`src/rtl/cbus_arbiter_pkg.sv`:
```
// Shared cbus request/response types plus the arbiter's state and counter definitions.
package cbus_arbiter_pkg;

    localparam int ARB_CNT_W = 8;

    // Burst length is encoded as beats-1.
    typedef logic [3:0] mlen_t;
    localparam mlen_t MLEN1  = 4'd0;
    localparam mlen_t MLEN4  = 4'd3;
    localparam mlen_t MLEN8  = 4'd7;
    localparam mlen_t MLEN16 = 4'd15;

    typedef struct packed {
        logic        valid;
        logic        is_write;
        logic [31:0] addr;
        mlen_t       len;
        logic [31:0] data;
        logic [3:0]  strobe;
    } cbus_req_t;

    typedef struct packed {
        logic        ready;
        logic        last;
        logic [31:0] data;
    } cbus_resp_t;

    typedef enum logic [0:0] {
        ARB_IDLE = 1'b0,
        ARB_BUSY = 1'b1
    } arb_state_t;

    function automatic logic [ARB_CNT_W-1:0] sat_inc(input logic [ARB_CNT_W-1:0] v);
        return (v == '1) ? v : v + 1'b1;
    endfunction

endpackage

```
`src/rtl/cbus_arbiter_rr_picker.sv`:
```
// Combinational round-robin picker: first valid index strictly after last_idx, wrapping.
module rr_picker #(
    parameter int N = 2,
    localparam int IDX_W = $clog2(N)
) (
    input  logic [N-1:0]     valid,
    input  logic [IDX_W-1:0] last_idx,
    output logic [IDX_W-1:0] pick_idx,
    output logic             any_valid
);

    // Searching the doubled vector from last_idx+1 avoids an explicit rotate.
    logic [2*N-1:0]   dbl_valid;
    logic [N-1:0]     hit;
    logic [IDX_W-1:0] cand_idx [N];

    assign dbl_valid = {valid, valid};

    generate
        for (genvar gi = 0; gi < N; gi++) begin : g_cand
            logic [IDX_W:0] pos;
            assign pos           = {1'b0, last_idx} + (IDX_W+1)'(gi + 1);
            assign hit[gi]       = dbl_valid[pos];
            assign cand_idx[gi]  = (pos >= (IDX_W+1)'(N)) ? IDX_W'(pos - (IDX_W+1)'(N))
                                                          : IDX_W'(pos);
        end
    endgenerate

    always_comb begin
        pick_idx  = '0;
        any_valid = |valid;
        for (int i = N - 1; i >= 0; i--) begin
            if (hit[i]) begin
                pick_idx = cand_idx[i];
            end
        end
    end

endmodule

```
`src/rtl/cbus_arbiter.sv`:
```
// Round-robin arbiter sharing one cbus port between several cache masters; the grant is
// held for a whole burst and beat-count/len mismatches raise a sticky protocol error.
module cbus_arbiter
    import cbus_arbiter_pkg::*;
#(
    parameter int NUM_INPUTS = 2,
    localparam int IDX_W = $clog2(NUM_INPUTS)
) (
    input  logic             clk,
    input  logic             reset,
    input  cbus_req_t        ireqs  [NUM_INPUTS],
    output cbus_resp_t       iresps [NUM_INPUTS],
    output cbus_req_t        oreq,
    input  cbus_resp_t       oresp,
    output logic             busy,
    output logic [IDX_W-1:0] grant_idx,
    output logic             proto_err
);

    arb_state_t           state_q,      state_d;
    logic [IDX_W-1:0]     grant_idx_q,  grant_idx_d;
    logic [IDX_W-1:0]     last_grant_q, last_grant_d;
    logic [ARB_CNT_W-1:0] beat_cnt_q,   beat_cnt_d;
    logic                 proto_err_q,  proto_err_d;

    logic [NUM_INPUTS-1:0] valid_vec;
    logic [IDX_W-1:0]      pick_idx;
    logic                  any_valid;
    cbus_req_t             cur_req;
    logic [ARB_CNT_W-1:0]  cur_len;

    generate
        for (genvar gi = 0; gi < NUM_INPUTS; gi++) begin : g_valid
            assign valid_vec[gi] = ireqs[gi].valid;
        end
    endgenerate

    rr_picker #(
        .N (NUM_INPUTS)
    ) u_picker (
        .valid     (valid_vec),
        .last_idx  (last_grant_q),
        .pick_idx  (pick_idx),
        .any_valid (any_valid)
    );

    assign cur_req = ireqs[grant_idx_q];
    assign cur_len = ARB_CNT_W'(cur_req.len);

    always_comb begin
        state_d      = state_q;
        grant_idx_d  = grant_idx_q;
        last_grant_d = last_grant_q;
        beat_cnt_d   = beat_cnt_q;
        proto_err_d  = proto_err_q;
        case (state_q)
            ARB_IDLE: begin
                if (any_valid) begin
                    grant_idx_d = pick_idx;
                    beat_cnt_d  = '0;
                    state_d     = ARB_BUSY;
                end
            end
            ARB_BUSY: begin
                // A master that drops valid mid-burst abandons the bus; its beats are not audited.
                if (!cur_req.valid) begin
                    state_d      = ARB_IDLE;
                    last_grant_d = grant_idx_q;
                end else if (oresp.ready) begin
                    beat_cnt_d = sat_inc(beat_cnt_q);
                    if (oresp.last) begin
                        if (beat_cnt_q != cur_len) begin
                            proto_err_d = 1'b1;
                        end
                        state_d      = ARB_IDLE;
                        last_grant_d = grant_idx_q;
                    end else if (beat_cnt_q >= cur_len) begin
                        proto_err_d = 1'b1;
                    end
                end
            end
            default: begin
                state_d = ARB_IDLE;
            end
        endcase
    end

    always_ff @(posedge clk or posedge reset) begin
        if (reset) begin
            state_q      <= ARB_IDLE;
            grant_idx_q  <= '0;
            last_grant_q <= IDX_W'(NUM_INPUTS - 1);
            beat_cnt_q   <= '0;
            proto_err_q  <= 1'b0;
        end else begin
            state_q      <= state_d;
            grant_idx_q  <= grant_idx_d;
            last_grant_q <= last_grant_d;
            beat_cnt_q   <= beat_cnt_d;
            proto_err_q  <= proto_err_d;
        end
    end

    assign busy      = (state_q == ARB_BUSY);
    assign grant_idx = grant_idx_q;
    assign proto_err = proto_err_q;
    assign oreq      = busy ? cur_req : '0;

    generate
        for (genvar gi = 0; gi < NUM_INPUTS; gi++) begin : g_resp
            assign iresps[gi] = (busy && grant_idx_q == IDX_W'(gi)) ? oresp : '0;
        end
    endgenerate

endmodule

```
`config.mk`:
```
export PLATFORM = sky130hd
export DESIGN_NAME = cbus_arbiter
export DESIGN_NICKNAME = d
export VERILOG_FILES = /design/src/rtl/cbus_arbiter_pkg.sv /design/src/rtl/cbus_arbiter_rr_picker.sv /design/src/rtl/cbus_arbiter.sv
export SDC_FILE = /design/constraint.sdc
export NUM_CORES = 1
export LEC_CHECK = 0
export ABC_AREA = 1
export CORE_AREA = 4 4 127 129
export CTS_CLUSTER_DIAMETER = 120
export CTS_CLUSTER_SIZE = 16
export DETAILED_ROUTE_END_ITERATION = 6
export DIE_AREA = 0 0 131 133
export HOLD_SLACK_MARGIN = 0.02
export MAX_ROUTING_LAYER = met4
export PLACE_DENSITY = 0.57
export RECOVER_POWER = 25
export SLEW_MARGIN = 20
export SYNTH_ARGS = -nofsm -noshare
export SYNTH_HDL_FRONTEND = slang
export SYNTH_SLANG_ARGS = --single-unit
```
`constraint.sdc`:
```
create_clock -name clk -period 3.2 [get_ports clk]
set_clock_uncertainty 0.05 [all_clocks]
set_input_delay 0.64 -clock clk [delete_from_list [all_inputs] [get_ports clk]]
set_output_delay 0.64 -clock clk [all_outputs]
set_load 0.02 [all_outputs]
```
After elaboration in Yosys (flattened, before gate mapping)
Index checks and enable logic that the tools add are counted.

Register bits after elaboration: 12. Word-level logic and storage cells: 66. Bits of input ports: 184. Output and inout port bits: 145.

Reduce and logical (&&, ||, !) cells: 8. Multiplexer cells: 30. Eq/ne operators: 9. Bitwise gates (word level): 3. Add/sub/neg operators: 5. Order comparisons: 6.

Operators by type and width (count): $mux 74 (4); $mux 34 (2); $mux 8 (4); $mux 1 (16); $pmux 8 s2 (1); $ne 2x2->1 const B (5); $add 8x1->8 const B (1); $eq 8x8->1 const B (1); $ge 8x4->1 (1); $ne 8x4->1 (1); $ge 2x2->1 const B (3); $lt 2x3->1 const B (2); $reduce_and 5->1 (1); $bmux 1 s2 (2); $ne 2x1->1 const B (2); $reduce_and 4->1 (1); $reduce_and 3->1 (1); $add 1x1->2 const B (1); $add 1x2->2 const B (1); $logic_and 1x1->1 (2); $not 1->1 (2); $not 1->2 (1); $pmux 1 s2 (1); $reduce_and 2->1 (1); 3 further kinds (4).

Logic depth before layout (Yosys ltp)
Word-level depth: 7. Gate-level depth with buffers: 16. Depth with buffers taken out: 14.

Cells and area by module
From an unflattened synthesis, not the netlist that was laid out.

Cells, all modules: 481. Area, all modules: 2322.2 µm².

By module, submodules not included: cbus_arbiter (area each 2307.2 µm², seq. area each 301.5 µm², instances 1, cells each 478); rr_picker (area each 15.0 µm², seq. area each 0.0 µm², instances 1, cells each 3).

Worst setup path before layout
Ideal clock, no wire load.

Path kind: reg-to-output. Start point: register grant_idx_q (netlist: grant_idx). End point: output oreq[36] (netlist bit). Data required time: 2.510 ns. Data arrival time: 1.352 ns. Slack: 1.158 ns. Stages on the path, launching flop included: 6. Buffers on the path: 3. Cell sequence: dfrtp_1 > buf_6 > buf_4 > buf_4 > nand2_1 > a21oi_1.

RTL lines: start, declared (line cbus_arbiter.sv:21) `logic [IDX_W-1:0] grant_idx_q, grant_idx_d;`; start signal, assigned (line cbus_arbiter.sv:97) `grant_idx_q <= grant_idx_d;`; end, declared (line cbus_arbiter.sv:13) `output cbus_req_t oreq,`.

==> results.md <==
- R2R setup slack: 1.09 ns
- Shortest clock period the worst path allows after layout: 2.92 ns
- Wire length of the first global-routing pass: 21100 um
- Cell internal pwr: 2.04 mW
- Via count of the first global-routing pass: 3562
- Number of buffers added for setup after CTS: 0
- Sum of net half-perimeters after detailed placement: 12200 um
- Critical hold path startpoint: proto_err
- CP endpoint kind: output port
- Total routing resource utilization after global routing: 0.157
- Switching share of power: 0.539
- Worst IR Drop VDD: 0.311 mV
- Share of power burned in combinational logic: 0.895
- Final std cell area, no fill: 5870 um^2
- Routed length per placed instance: 15.5 um
- Clock transition at path regs: 0.04 ns
- # H-tree levels: 1
- Worst min-delay path category: flop to flop
- Instance count of the mapped netlist: 468
- Final wirelength: 15000 um
- Vias: 3897
- Total power density per cell area: 753 nW/um^2
- Part of the total power dissipated in sequential elements: 0.052
- First-pass detailed-route iteration total: 6
- Remaining design rule violation count: 0
- Final hold violations: 0
- Post-synth design cell area: 2350 um^2
- Data required time at the worst endpoint: 2.51 ns
- Number of I/O pins: 329
- Clk Tree Root Cell: sky130_fd_sc_hd__clkbuf_16
- Warning count from the yosys run: 0
- Antenna violations before repair: 0
- Post-Syn Nets: 657
- P&R area growth vs syn: 149%
- Headroom to the max-slew limit: 0.581
- Type of element launching the critical path: flop
- Number of stages on the worst hold path: 2
- Antenna diode instance count: 0
- CTS Hold Buffers Added: 0
- Area of the core region: 15000 um^2
- Cell area after placement: 5800 um^2
- Syn avg cell area: 5.03 um^2
- Flip-flop and latch count after synthesis: 12
- Inserted Clock Buffers: 3
- Critical path data arrival time: 2.23 ns
- Timing-limited maximum frequency: 0.343 GHz
- Clock net sink count: 12
- Die height: 133 um
- Maximum number of pins on one net before global-route repair: 48
- Logic depth of the worst register-to-register path: 15
- Final-layout fill cell count: 1635
- Total congestion overflow after global routing: 0
- Total of buffers placed on input and output ports: 328
- Skew-Pair Late Insertion Delay: 0.24 ns
- Commonest non-fill, non-tap cell in the layout: sky130_fd_sc_hd__clkdlybuf4s50_1
- Worst reg2reg endpoint: proto_err
- Switching component of the power: 2.38 mW
- Worst Path Max Fanout: 47
- Max-slew violation count: 0
- Synth area leader: sky130_fd_sc_hd__nand2_1
- Final clock period utilization by the worst path: 0.912
- Initial core utilization: 0.157
- Type of the setup path with the least slack: flop to output port
- Worst Max-Slew Pin Slew: 0.628 ns
- Clock Power Share: 0.053
- Commonest cells after routing, fill and taps aside: sky130_fd_sc_hd__clkdlybuf4s50_1 (314), sky130_fd_sc_hd__nand2_1 (181), sky130_fd_sc_hd__nor2_1 (78), sky130_fd_sc_hd__a21oi_1 (74), sky130_fd_sc_hd__inv_1 (50)
- Setup TNS Final: 0 ns
- Share of post-route cells with drive strength above 1: 0.0321
- Max Buffers Root-to-Sink: 2
- Number of gates given a new drive strength after cts: 0
- Detail Route Antenna Nets: 0
- Count of standard-cell rows: 45
- Number of failing setup endpoints in the final timing report: 0
- Placer congestion estimate: 0.875
- Full die area: 17400 um^2
- Sequential fraction of the synthesis area: 0.128
- RSZ-0062 raised after global routing: false
- Top area cells in the synthesized netlist: sky130_fd_sc_hd__nand2_1 (29%), sky130_fd_sc_hd__a21oi_1 (16%), sky130_fd_sc_hd__nor2_1 (12%)
- Initial drt markers: 154
- End point of the most critical hold path: proto_err
- Number of distinct library cells after synthesis: 27
- Layout net count: 970
- Max-capacitance violation count: 0
- Run status: finished, final reports clean
- CTS tree: built
- Floorplan die width: 131 um
- Leakage power total: 2.61 nW
- Area fraction of the dominant cell type after synthesis: 0.287
- Source of the worst register-to-register timing path: grant_idx
- Post-detailed-route via-to-cell ratio: 4.03
flip-flops by register name, indices dropped and copies added, names as in the netlist:
register	flops
proto_err	1
busy	1
grant_idx	1
beat_cnt_q	8
last_grant_q	1
how the worst max path moves through the flow:
stage | end | slack (ns) | from | cells past startpoint
after floorplan | oreq[36] | 1.16 | grant_idx | 5
final | oreq[66] | 0.28 | busy | 4
after detailed placement | oreq[73] | 0.40 | ireqs[73] | 6
after CTS | iresps[0] | 0.32 | grant_idx | 5
after global placement | oreq[73] | 0.41 | ireqs[73] | 6
after global routing | oreq[53] | 0.13 | busy | 4
per-layer routing:
metal	GRT usage	wire (um)	vias to the layer above
met4	0.0291	218	0
met1	0.184	5910	1671
met3	0.0214	1080	17
met2	0.284	7790	150
met5	-	0	-
li1	-	-	2059
cells in the mapped netlist:
master,count
sky130_fd_sc_hd__o21bai_1,2
sky130_fd_sc_hd__inv_1,48
sky130_fd_sc_hd__ha_1,5
sky130_fd_sc_hd__nand3_1,14
sky130_fd_sc_hd__clkbuf_1,1
sky130_fd_sc_hd__buf_2,21
sky130_fd_sc_hd__nor2_4,2
sky130_fd_sc_hd__buf_6,1
sky130_fd_sc_hd__mux2i_1,3
sky130_fd_sc_hd__o21ai_4,1
sky130_fd_sc_hd__nand3b_4,1
sky130_fd_sc_hd__a21oi_1,74
sky130_fd_sc_hd__dfrtp_1,11
sky130_fd_sc_hd__dfstp_2,1
sky130_fd_sc_hd__nand2_2,2
sky130_fd_sc_hd__nor3_1,3
sky130_fd_sc_hd__nor2_1,78
sky130_fd_sc_hd__nand2_4,1
sky130_fd_sc_hd__xor2_1,2
sky130_fd_sc_hd__nand2_1,180
sky130_fd_sc_hd__o21ai_0,2
sky130_fd_sc_hd__o21ai_1,1
sky130_fd_sc_hd__nand3_4,1
sky130_fd_sc_hd__nor3_2,1
sky130_fd_sc_hd__inv_2,3
sky130_fd_sc_hd__buf_4,8
sky130_fd_sc_hd__nand4_1,1
worst max-delay path, stage by stage, from the launching register on:
cell and delay, ns:
sky130_fd_sc_hd__dfrtp_1 0.44, sky130_fd_sc_hd__inv_1 0.50, sky130_fd_sc_hd__buf_12 0.30, sky130_fd_sc_hd__a21oi_1 0.06
sky130_fd_sc_hd__dlygate4sd3_1 0.67
final cells by class:
type	count	area, um^2	area share
Timing Repair Buffer	339	3390	0.577
Multi-Input combinational cell	374	1670	0.285
Sequential cell	12	303	0.0516
Tap cell	188	235	0.0401
Inverter	51	191	0.0326
Clock buffer	4	78.8	0.0134
per-stage QoR:
step	hold WS (ns)	setup slack (ns)	cells	total power, mW	util
3_3_place_gp	0.405	0.405	964	4.30	0.386
4_1_cts	0.419	0.321	968	4.54	0.391
6_report	0.411	0.283	968	4.42	0.390
5_1_grt	0.429	0.130	968	4.74	0.390
2_1_floorplan	0.400	1.16	468	2.35	-
3_5_place_dp	0.412	0.401	964	4.28	0.386
kinds of logic after synthesis:
| logic type | count (synthesis) | synth area share |
|---|---|---|
| fa+ha+maj | 5 | 0.0266 |
| mux | 3 | 0.0128 |
| simple gates | 284 | 0.490 |
| xor+xnor | 2 | 0.00744 |
| compound gates | 80 | 0.177 |
| buf+inv | 82 | 0.158 |
| flops | 12 | 0.128 |
power by group through the flow:
stage	Combinational [mW]	Sequential, mW	Clock, mW
after global routing	4.25	0.237	0.252
after global placement	4.06	0.233	0
after CTS	4.06	0.232	0.242
final	3.96	0.230	0.235
after floorplan	2.11	0.236	0
after detailed placement	4.05	0.234	0
Power figures use the tool's default switching activity.
